$ cat src/rtl/lstm_step_sched.sv
// Timestep sequencer for one LSTM layer pass: per step, one address-generator run per gate, then one activation run.
// Define LSTM_STEP_SCHED_PERF_EN to add the saturating perf_cycles busy-cycle counter output.
module lstm_step_sched #(
   parameter int NUM_GATES = 4,
   parameter int STEP_BITS = 8,
   parameter int GATE_BITS = 2
) (
   input  logic                 sys_clk,
   input  logic                 reset,
   input  logic                 cmd_valid,
   output logic                 cmd_ready,
   input  logic [STEP_BITS-1:0] cmd_steps,
   input  logic                 abort,
   output logic                 ag_start,
   input  logic                 ag_done,
   output logic [GATE_BITS-1:0] gate_sel,
   output logic [STEP_BITS-1:0] step_idx,
   output logic                 act_start,
   input  logic                 act_done,
   output logic                 busy,
   output logic                 done
`ifdef LSTM_STEP_SCHED_PERF_EN
   ,
   output logic [31:0]          perf_cycles
`endif
);

   typedef enum logic [2:0] {
      S_IDLE,
      S_ISSUE,
      S_WAIT_AG,
      S_ACT,
      S_WAIT_ACT,
      S_FINISH
   } state_t;

   localparam logic [GATE_BITS-1:0] LAST_GATE = GATE_BITS'(NUM_GATES - 1);
   localparam logic [GATE_BITS-1:0] GATE_ONE  = GATE_BITS'(1);
   localparam logic [STEP_BITS-1:0] STEP_ONE  = STEP_BITS'(1);

   state_t               state_q;
   logic [GATE_BITS-1:0] gate_q;
   logic [STEP_BITS-1:0] step_q;
   logic [STEP_BITS-1:0] steps_q;
   logic [STEP_BITS-1:0] last_step;
   logic                 accept;

   // last_step is only consulted in WAIT_ACT, where steps_q is known to be nonzero
   assign last_step = steps_q - STEP_ONE;
   assign cmd_ready = (state_q == S_IDLE) & ~abort;
   assign accept    = cmd_valid & cmd_ready;

   assign ag_start  = (state_q == S_ISSUE);
   assign act_start = (state_q == S_ACT);
   assign done      = (state_q == S_FINISH);
   assign busy      = (state_q != S_IDLE);
   assign gate_sel  = gate_q;
   assign step_idx  = step_q;

   always_ff @(posedge sys_clk) begin
      if (reset) begin
         state_q <= S_IDLE;
         gate_q  <= '0;
         step_q  <= '0;
         steps_q <= '0;
      end else if (abort && (state_q != S_IDLE)) begin
         state_q <= S_IDLE;
         gate_q  <= '0;
         step_q  <= '0;
      end else begin
         case (state_q)
            S_IDLE: begin
               if (accept) begin
                  steps_q <= cmd_steps;
                  gate_q  <= '0;
                  step_q  <= '0;
                  state_q <= (cmd_steps == '0) ? S_FINISH : S_ISSUE;
               end
            end
            S_ISSUE: state_q <= S_WAIT_AG;
            S_WAIT_AG: begin
               if (ag_done) begin
                  if (gate_q == LAST_GATE) begin
                     state_q <= S_ACT;
                  end else begin
                     gate_q  <= gate_q + GATE_ONE;
                     state_q <= S_ISSUE;
                  end
               end
            end
            S_ACT: state_q <= S_WAIT_ACT;
            S_WAIT_ACT: begin
               if (act_done) begin
                  if (step_q == last_step) begin
                     state_q <= S_FINISH;
                  end else begin
                     step_q  <= step_q + STEP_ONE;
                     gate_q  <= '0;
                     state_q <= S_ISSUE;
                  end
               end
            end
            S_FINISH: state_q <= S_IDLE;
            default:  state_q <= S_IDLE;
         endcase
      end
   end

`ifdef LSTM_STEP_SCHED_PERF_EN
   logic [31:0] perf_q;

   // Counts every non-IDLE cycle, including the cycle in which an abort is taken
   always_ff @(posedge sys_clk) begin
      if (reset) begin
         perf_q <= '0;
      end else if (state_q == S_IDLE) begin
         if (accept) begin
            perf_q <= '0;
         end
      end else if (perf_q != 32'hFFFF_FFFF) begin
         perf_q <= perf_q + 32'd1;
      end
   end

   assign perf_cycles = perf_q;
`endif

endmodule

$ cat config.mk
export PLATFORM = sky130hd
export DESIGN_NAME = lstm_step_sched
export DESIGN_NICKNAME = d
export VERILOG_FILES = /design/src/rtl/lstm_step_sched.sv
export SDC_FILE = /design/constraint.sdc
export NUM_CORES = 1
export LEC_CHECK = 0
export CELL_PAD_IN_SITES_DETAIL_PLACEMENT = 0
export CELL_PAD_IN_SITES_GLOBAL_PLACEMENT = 1
export CORE_MARGIN = 2
export CORE_UTILIZATION = 36
export CTS_BUF_LIST = sky130_fd_sc_hd__clkbuf_8 sky130_fd_sc_hd__clkbuf_16
export CTS_CLUSTER_DIAMETER = 100
export CTS_CLUSTER_SIZE = 8
export DETAILED_ROUTE_END_ITERATION = 8
export GPL_ROUTABILITY_DRIVEN = 1
export HOLD_SLACK_MARGIN = 0.15
export PLACE_DENSITY_LB_ADDON = 0.1
export SETUP_SLACK_MARGIN = 0.5
export SKIP_CTS_REPAIR_TIMING = 1
export SLEW_MARGIN = 20
export SYNTH_ARGS = -nofsm -noshare
export SYNTH_HDL_FRONTEND = slang
export SYNTH_SLANG_ARGS = --single-unit
$ cat constraint.sdc
create_clock -name sys_clk -period 2.5 [get_ports sys_clk]
set_clock_uncertainty 0.1 [all_clocks]
set_input_delay 0.25 -clock sys_clk [delete_from_list [all_inputs] [get_ports sys_clk]]
set_output_delay 0.25 -clock sys_clk [all_outputs]
set_load 0.005 [all_outputs]
* Word-level counts from Yosys, hierarchy flattened
Index checks and enable logic that the tools add are counted.
** Cells by class
- Magnitude comparators :: 0
- Div/mod/pow operators :: 0
- Shift operators :: 0
- Reduce and logical (&&, ||, !) cells :: 11
- Muxes and demuxes :: 17
- Bitwise logic cells :: 4
- $mul :: 0
- Equal/unequal tests :: 12
- Add/sub/neg operators :: 3
** Operator list (count)
- 8-bit 2-to-1 mux :: 3
- 8-bit case mux with 2 select lines :: 1
- 3-bit 2-to-1 mux :: 5
- 3-bit case mux with 5 select lines :: 1
- 2-bit 2-to-1 mux :: 6
- 2-bit != test, second input constant :: 5
- 8-bit by 1-bit adder with 8-bit output, second input constant :: 1
- 8-bit == test :: 1
- 8-bit zero test :: 1
- 8-bit by 1-bit subtractor with 8-bit output, second input constant :: 1
- 3-bit by 2-bit == test with 1-bit output, second input constant :: 2
- 3-bit == test, second input constant :: 2
- 2-bit case mux with 3 select lines :: 1
- 3-bit AND reduction :: 2
- 6-bit AND reduction :: 1
- 3-bit nonzero test :: 2
- 4-bit AND reduction :: 1
- 3-bit by 1-bit == test with 1-bit output, second input constant :: 1
- 3-bit zero test :: 1
- 2-bit by 1-bit adder with 2-bit output, second input constant :: 1
- 1-bit AND :: 2
- 2-bit == test, second input constant :: 1
- 1-bit NOT :: 2
- 2-bit nonzero test :: 1
- 2 further kinds :: 2
** Storage, ports and cells
- Memories kept :: 0
- Output and inout bits :: 15
- Bits in read-only memories :: 0
- Register bits :: 21
- Word-level logic and storage cells :: 51
- Bits in latches :: 0
- Input bits :: 14
- Memory bits (writable) :: 0

* Depth between registers and ports, before layout
- Depth in word-level cells :: 5
- Mapped depth :: 9
- Depth with buffers taken out :: 8

* Worst setup path after synthesis
Ideal clock, no wire load.
- Path type :: register -> register
- Start point :: reg steps_q[0]
- End point :: reg step_q[0] (netlist: step_idx[0])
- Cell stages (with the launch flop) :: 10
- Buffers on the path :: 1
- Data required time :: 2.334 ns
- Arrival :: 2.103 ns
- Path slack :: 0.231 ns
- Period minus slack after synthesis :: 2.269 ns
- Library setup time :: 0.066 ns
- Cell sequence :: dfxtp_1 -> inv_1 -> ha_1 -> and2_1 -> o21a_1 -> o31a_1 -> o41ai_4 -> buf_6 -> o31ai_1 -> a21oi_2
** Between the ends
- Cells in the longest elaborated chain, start to end :: 4
** Ends and longest elaborated chain
- start: declaration :: line 44 : logic [STEP_BITS-1:0] steps_q;
- start signal: assignment :: line 74 : steps_q <= cmd_steps;
- 8-bit by 1-bit subtractor with 8-bit output :: line 49 : assign last_step = steps_q - STEP_ONE;
- 8-bit == test :: line 94 : if (step_q == last_step) begin
- 2-bit != test (no source line)
- 4-bit AND reduction (no source line)
- end signal: assignment :: line 97 : step_q <= step_q + STEP_ONE;
- end: declaration :: line 43 : logic [STEP_BITS-1:0] step_q;
Every way passes these cells.
A chain may end at the register's enable or synchronous reset.

* Worst setup path after layout
- Start point :: reg steps_q[0]
- End point :: reg step_q[7] (netlist: step_idx[7])
The elaborated chain is that of the path after synthesis.

==> run_summary.xml <==
<?xml version="1.0" encoding="UTF-8"?>
<metrics>
  <group name="placement">
    <metric name="buffer_ports.inserted" unit="">28</metric>
    <metric name="detailedPlace.worstSlack" unit="ns">0.1320</metric>
    <metric name="place.detailed.hpwl" unit="mm">2.369</metric>
    <metric name="weighted_congestion_reported_at_the_end_of_routability_driven_placement" unit="">0.8252</metric>
  </group>
  <group name="clocking">
    <metric name="cts.clk_slew.worst_paths" unit="ns">0.08</metric>
    <metric name="tritoncts" unit="">yes</metric>
    <metric name="cts_max_level" unit="">1</metric>
    <metric name="clock_insertion_delay_worst_skew" unit="ns">0.26</metric>
    <metric name="ctsRootBufferMaster" unit="">sky130_fd_sc_hd__clkbuf_8</metric>
    <metric name="cts_max_path_buffers" unit="">2</metric>
    <metric name="cts.sinks" unit="">21</metric>
    <metric name="cts_made_buffers" unit="">3</metric>
  </group>
  <group name="logic_synthesis">
    <metric name="area_share_of_the_leading_cell_type_in_the_synthesized_netlist" unit="%">32.91</metric>
    <metric name="synthesis.area_per_instance" unit="um^2">8.404</metric>
    <metric name="postSynth.topFlopCell" unit="">sky130_fd_sc_hd__dfxtp_1</metric>
    <metric name="synth-edff-count" unit="">0</metric>
    <metric name="synthMostInstantiatedCell" unit="">sky130_fd_sc_hd__dfxtp_1</metric>
    <metric name="synth_sequential_area_ratio" unit="%">32.91</metric>
    <metric name="synth-async-reset-ratio" unit="%">0</metric>
    <metric name="synth.cells.most_frequent" unit="">sky130_fd_sc_hd__dfxtp_1, sky130_fd_sc_hd__nor2_1, sky130_fd_sc_hd__nand2_1</metric>
    <metric name="synthTopCellsByArea" unit="">sky130_fd_sc_hd__dfxtp_1, sky130_fd_sc_hd__mux2i_1, sky130_fd_sc_hd__nor2_1</metric>
    <metric name="synth-seq-cells" unit="">21</metric>
    <metric name="synthesis.yosys.warnings" unit="">0</metric>
    <metric name="synth_cells" unit="">152</metric>
    <metric name="netlist-cell-type-count" unit="">39</metric>
    <metric name="netlist_area" unit="mm^2">0.001277</metric>
    <metric name="mappedNetlistNets" unit="">169</metric>
    <metric name="post-synth-top-area-cell" unit="">sky130_fd_sc_hd__dfxtp_1</metric>
  </group>
  <group name="timing">
    <metric name="timing.final.crit_period" unit="ns">2.310</metric>
    <metric name="final_worst_setup_slack" unit="ns">0.1897</metric>
    <metric name="timing.max_slew.rel_slack" unit="%">74.19</metric>
    <metric name="setup_tns" unit="ns">0</metric>
    <metric name="setup_violations" unit="">0</metric>
    <metric name="setup_repair_after_global_routing_missed_its_margin" unit="">yes</metric>
    <metric name="worst_slew_pin_slew" unit="ns">0.3854</metric>
    <metric name="hold_viol_final" unit="">0</metric>
    <metric name="layout_worst_path_cycle_share" unit="%">92.41</metric>
    <metric name="finalMaxSlewViolations" unit="">0</metric>
    <metric name="fmax" unit="MHz">432.8</metric>
  </group>
  <group name="power">
    <metric name="power_leakage" unit="nW">0.7763</metric>
    <metric name="totalPowerFinal" unit="mW">1.659</metric>
    <metric name="cellPowerDensity" unit="mW/mm^2">884.9</metric>
    <metric name="power.ir.vdd_worst" unit="V">0.0005211</metric>
  </group>
  <group name="grt">
    <metric name="global_route.overflow_total" unit="">0</metric>
    <metric name="grt_antenna_before_repair" unit="">0</metric>
    <metric name="groute.usage.overall" unit="%">17.08</metric>
    <metric name="grt_pass1_wl" unit="mm">5.568</metric>
    <metric name="grt_start_max_net_pins" unit="">19</metric>
    <metric name="grt_pass1_vias" unit="">1233</metric>
  </group>
  <group name="die">
    <metric name="rows" unit="">21</metric>
    <metric name="design.die.area" unit="mm^2">0.004041</metric>
    <metric name="die_w" unit="um">63.57</metric>
    <metric name="top_level_ports" unit="">29</metric>
    <metric name="core-area" unit="mm^2">0.003363</metric>
    <metric name="floorplan.initialDensity" unit="%">37.98</metric>
    <metric name="die_height" unit="um">63.57</metric>
  </group>
  <group name="detailed_routing">
    <metric name="drtIter0Drc" unit="">51</metric>
    <metric name="drtPass1Iterations" unit="">4</metric>
    <metric name="overall_via_count_from_detail_route" unit="">1264</metric>
    <metric name="post_drt_via_cell_ratio" unit="">5.333</metric>
    <metric name="post_drt_wl_per_cell" unit="um">14.37</metric>
    <metric name="postRouteAntennaNets" unit="">0</metric>
    <metric name="drt_wl_total" unit="mm">3.405</metric>
    <metric name="route.detailed.drc" unit="">0</metric>
  </group>
  <group name="setup_path">
    <metric name="crit_type" unit="">reg2reg</metric>
    <metric name="crit_path_capture_type" unit="">flop</metric>
    <metric name="worst_setup_path_start_kind" unit="">flop</metric>
    <metric name="timing.critical_path.arrival" unit="ns">2.36</metric>
    <metric name="crit_fanout" unit="">8</metric>
    <metric name="worst_ep_required_time" unit="ns">2.55</metric>
  </group>
  <group name="cells_and_area">
    <metric name="antenna_cells_inserted" unit="">0</metric>
    <metric name="finalNetCount" unit="">209</metric>
    <metric name="drive_gt1_share" unit="%">24.08</metric>
    <metric name="n_fill_cell" unit="">347</metric>
    <metric name="area_added_between_synthesis_and_finish" unit="%">46.72</metric>
  </group>
  <group name="job">
    <metric name="max-cap-violations" unit="">0</metric>
  </group>
  <group name="run_status">
    <metric name="outcome" unit="">complete, no violations</metric>
  </group>
  <group name="min_path">
    <metric name="worstHoldPathType" unit="">reg2reg</metric>
  </group>
</metrics>
-- cell families (layout without fill, tap and decap cells) --
family                   Yosys count  after routing  synth area share [%]
AND/OR/NAND/NOR                   67             67                 27.52
AO/OA/AOI/OAI                     33             33                 19.29
flip-flops                        21             21                 32.91
XOR/XNOR                          10             10                 6.856
multiplexers                       9              9                 7.052
buffers and inverters              9             48                 3.428
adder cells (fa/ha/maj)            3              3                 2.939
-- registers in the layout, summed over array words and instances (netlist names) --
signal    count
state_q       3
gate_sel      2
steps_q       8
step_idx      8
-- layout make-up --
class	count	area [um^2]	area share, %
Multi-Input combinational cell	122	913.4	48.73
Sequential cell	21	425.4	22.70
Timing Repair Buffer	42	421.7	22.50
Tap cell	46	57.56	3.071
Clock buffer	3	41.29	2.203
Inverter	2	10.01	0.5340
Clock inverter	1	5.005	0.2670
-- layer usage --
metal | up-vias | wire length (um) | global-route usage (%)
met2 | 27 | 1702 | 29.87
met4 | 0 | 34 | 2.446
li1 | 628 | - | -
met1 | 605 | 1518 | 21.31
met3 | 4 | 148 | 4.643
met5 | - | 0 | 0
-- cell usage in the layout, fill, tap and decap left out, types with 2 or more instances in the layout --
| cell | synthesis | layout |
|---|---|---|
| sky130_fd_sc_hd__mux2i_1 | 9 | 9 |
| sky130_fd_sc_hd__ha_1 | 3 | 2 |
| sky130_fd_sc_hd__nand3_1 | 3 | 3 |
| sky130_fd_sc_hd__o211ai_1 | 2 | 2 |
| sky130_fd_sc_hd__nand4_1 | 3 | 3 |
| sky130_fd_sc_hd__nand2b_1 | 5 | 5 |
| sky130_fd_sc_hd__buf_8 | 0 | 2 |
| sky130_fd_sc_hd__xnor2_2 | 0 | 2 |
| sky130_fd_sc_hd__or4_1 | 2 | 2 |
| sky130_fd_sc_hd__nor4_1 | 3 | 2 |
| sky130_fd_sc_hd__and2_1 | 3 | 2 |
| sky130_fd_sc_hd__and3_1 | 3 | 3 |
| sky130_fd_sc_hd__o31a_1 | 2 | 2 |
| sky130_fd_sc_hd__nor3_1 | 5 | 5 |
| sky130_fd_sc_hd__xnor2_1 | 5 | 3 |
| sky130_fd_sc_hd__a21oi_1 | 8 | 6 |
| sky130_fd_sc_hd__dlymetal6s2s_1 | 0 | 2 |
| sky130_fd_sc_hd__nand2_1 | 12 | 12 |
| sky130_fd_sc_hd__xor2_1 | 5 | 5 |
| sky130_fd_sc_hd__o21a_1 | 4 | 4 |
| sky130_fd_sc_hd__a21o_1 | 2 | 2 |
| sky130_fd_sc_hd__buf_4 | 0 | 10 |
| sky130_fd_sc_hd__a21oi_2 | 1 | 3 |
| sky130_fd_sc_hd__clkdlybuf4s50_1 | 0 | 26 |
| sky130_fd_sc_hd__nor2_1 | 14 | 14 |
| sky130_fd_sc_hd__nor2b_1 | 3 | 2 |
| sky130_fd_sc_hd__o21ai_2 | 0 | 3 |
| sky130_fd_sc_hd__dfxtp_1 | 21 | 19 |
| sky130_fd_sc_hd__or3_1 | 7 | 3 |
| sky130_fd_sc_hd__o21ai_1 | 5 | 2 |
| sky130_fd_sc_hd__or3_4 | 0 | 4 |
| sky130_fd_sc_hd__clkbuf_8 | 0 | 3 |
-- per-stage QoR --
stage	cell area (um^2)	hold WS [ns]	instances	utilization [%]
global placement	1647	0.3730	226	48.96
detailed placement	1647	0.3952	226	48.96
global route	1874	0.4382	237	55.73
floorplan	1280	0.2938	152	-
finish	1874	0.4156	237	55.73
CTS	1693	0.4100	230	50.33
-- where the power goes --
group	internal, mW	switching (mW)	total [mW]	leakage [nW]
logic	0.524	0.474	0.998	0.579
registers	0.379	0.0543	0.433	0.172
clock network	0.111	0.116	0.227	0.0255
-- final timing paths --
path / start / endpoint / slack (ns) / cells after the start
worst max-delay path: steps_q[0]$_SDFFE_PP0P_ / step_idx[7]$_SDFFE_PP0P_ / 0.19 / 10
worst min-delay path: gate_sel[1]$_SDFFE_PP0P_ / gate_sel[1]$_SDFFE_PP0P_ / 0.42 / 2
worst max register to register: steps_q[0]$_SDFFE_PP0P_ / step_idx[7]$_SDFFE_PP0P_ / 0.19 / 10
worst min register to register: gate_sel[1]$_SDFFE_PP0P_ / gate_sel[1]$_SDFFE_PP0P_ / 0.42 / 2
-- critical path, cell delays in order, from the launching register on --
cell and delay [ns]:
sky130_fd_sc_hd__dfxtp_4 0.39, sky130_fd_sc_hd__inv_4 0.04, sky130_fd_sc_hd__ha_4 0.15, sky130_fd_sc_hd__and2_4 0.16, sky130_fd_sc_hd__o21a_1 0.16, sky130_fd_sc_hd__o31a_1 0.34, sky130_fd_sc_hd__o41ai_4 0.41, sky130_fd_sc_hd__buf_12 0.17
sky130_fd_sc_hd__buf_8 0.12, sky130_fd_sc_hd__or3_4 0.12, sky130_fd_sc_hd__a21oi_2 0.04
No activity file was read; power rests on OpenSTA's default activity.
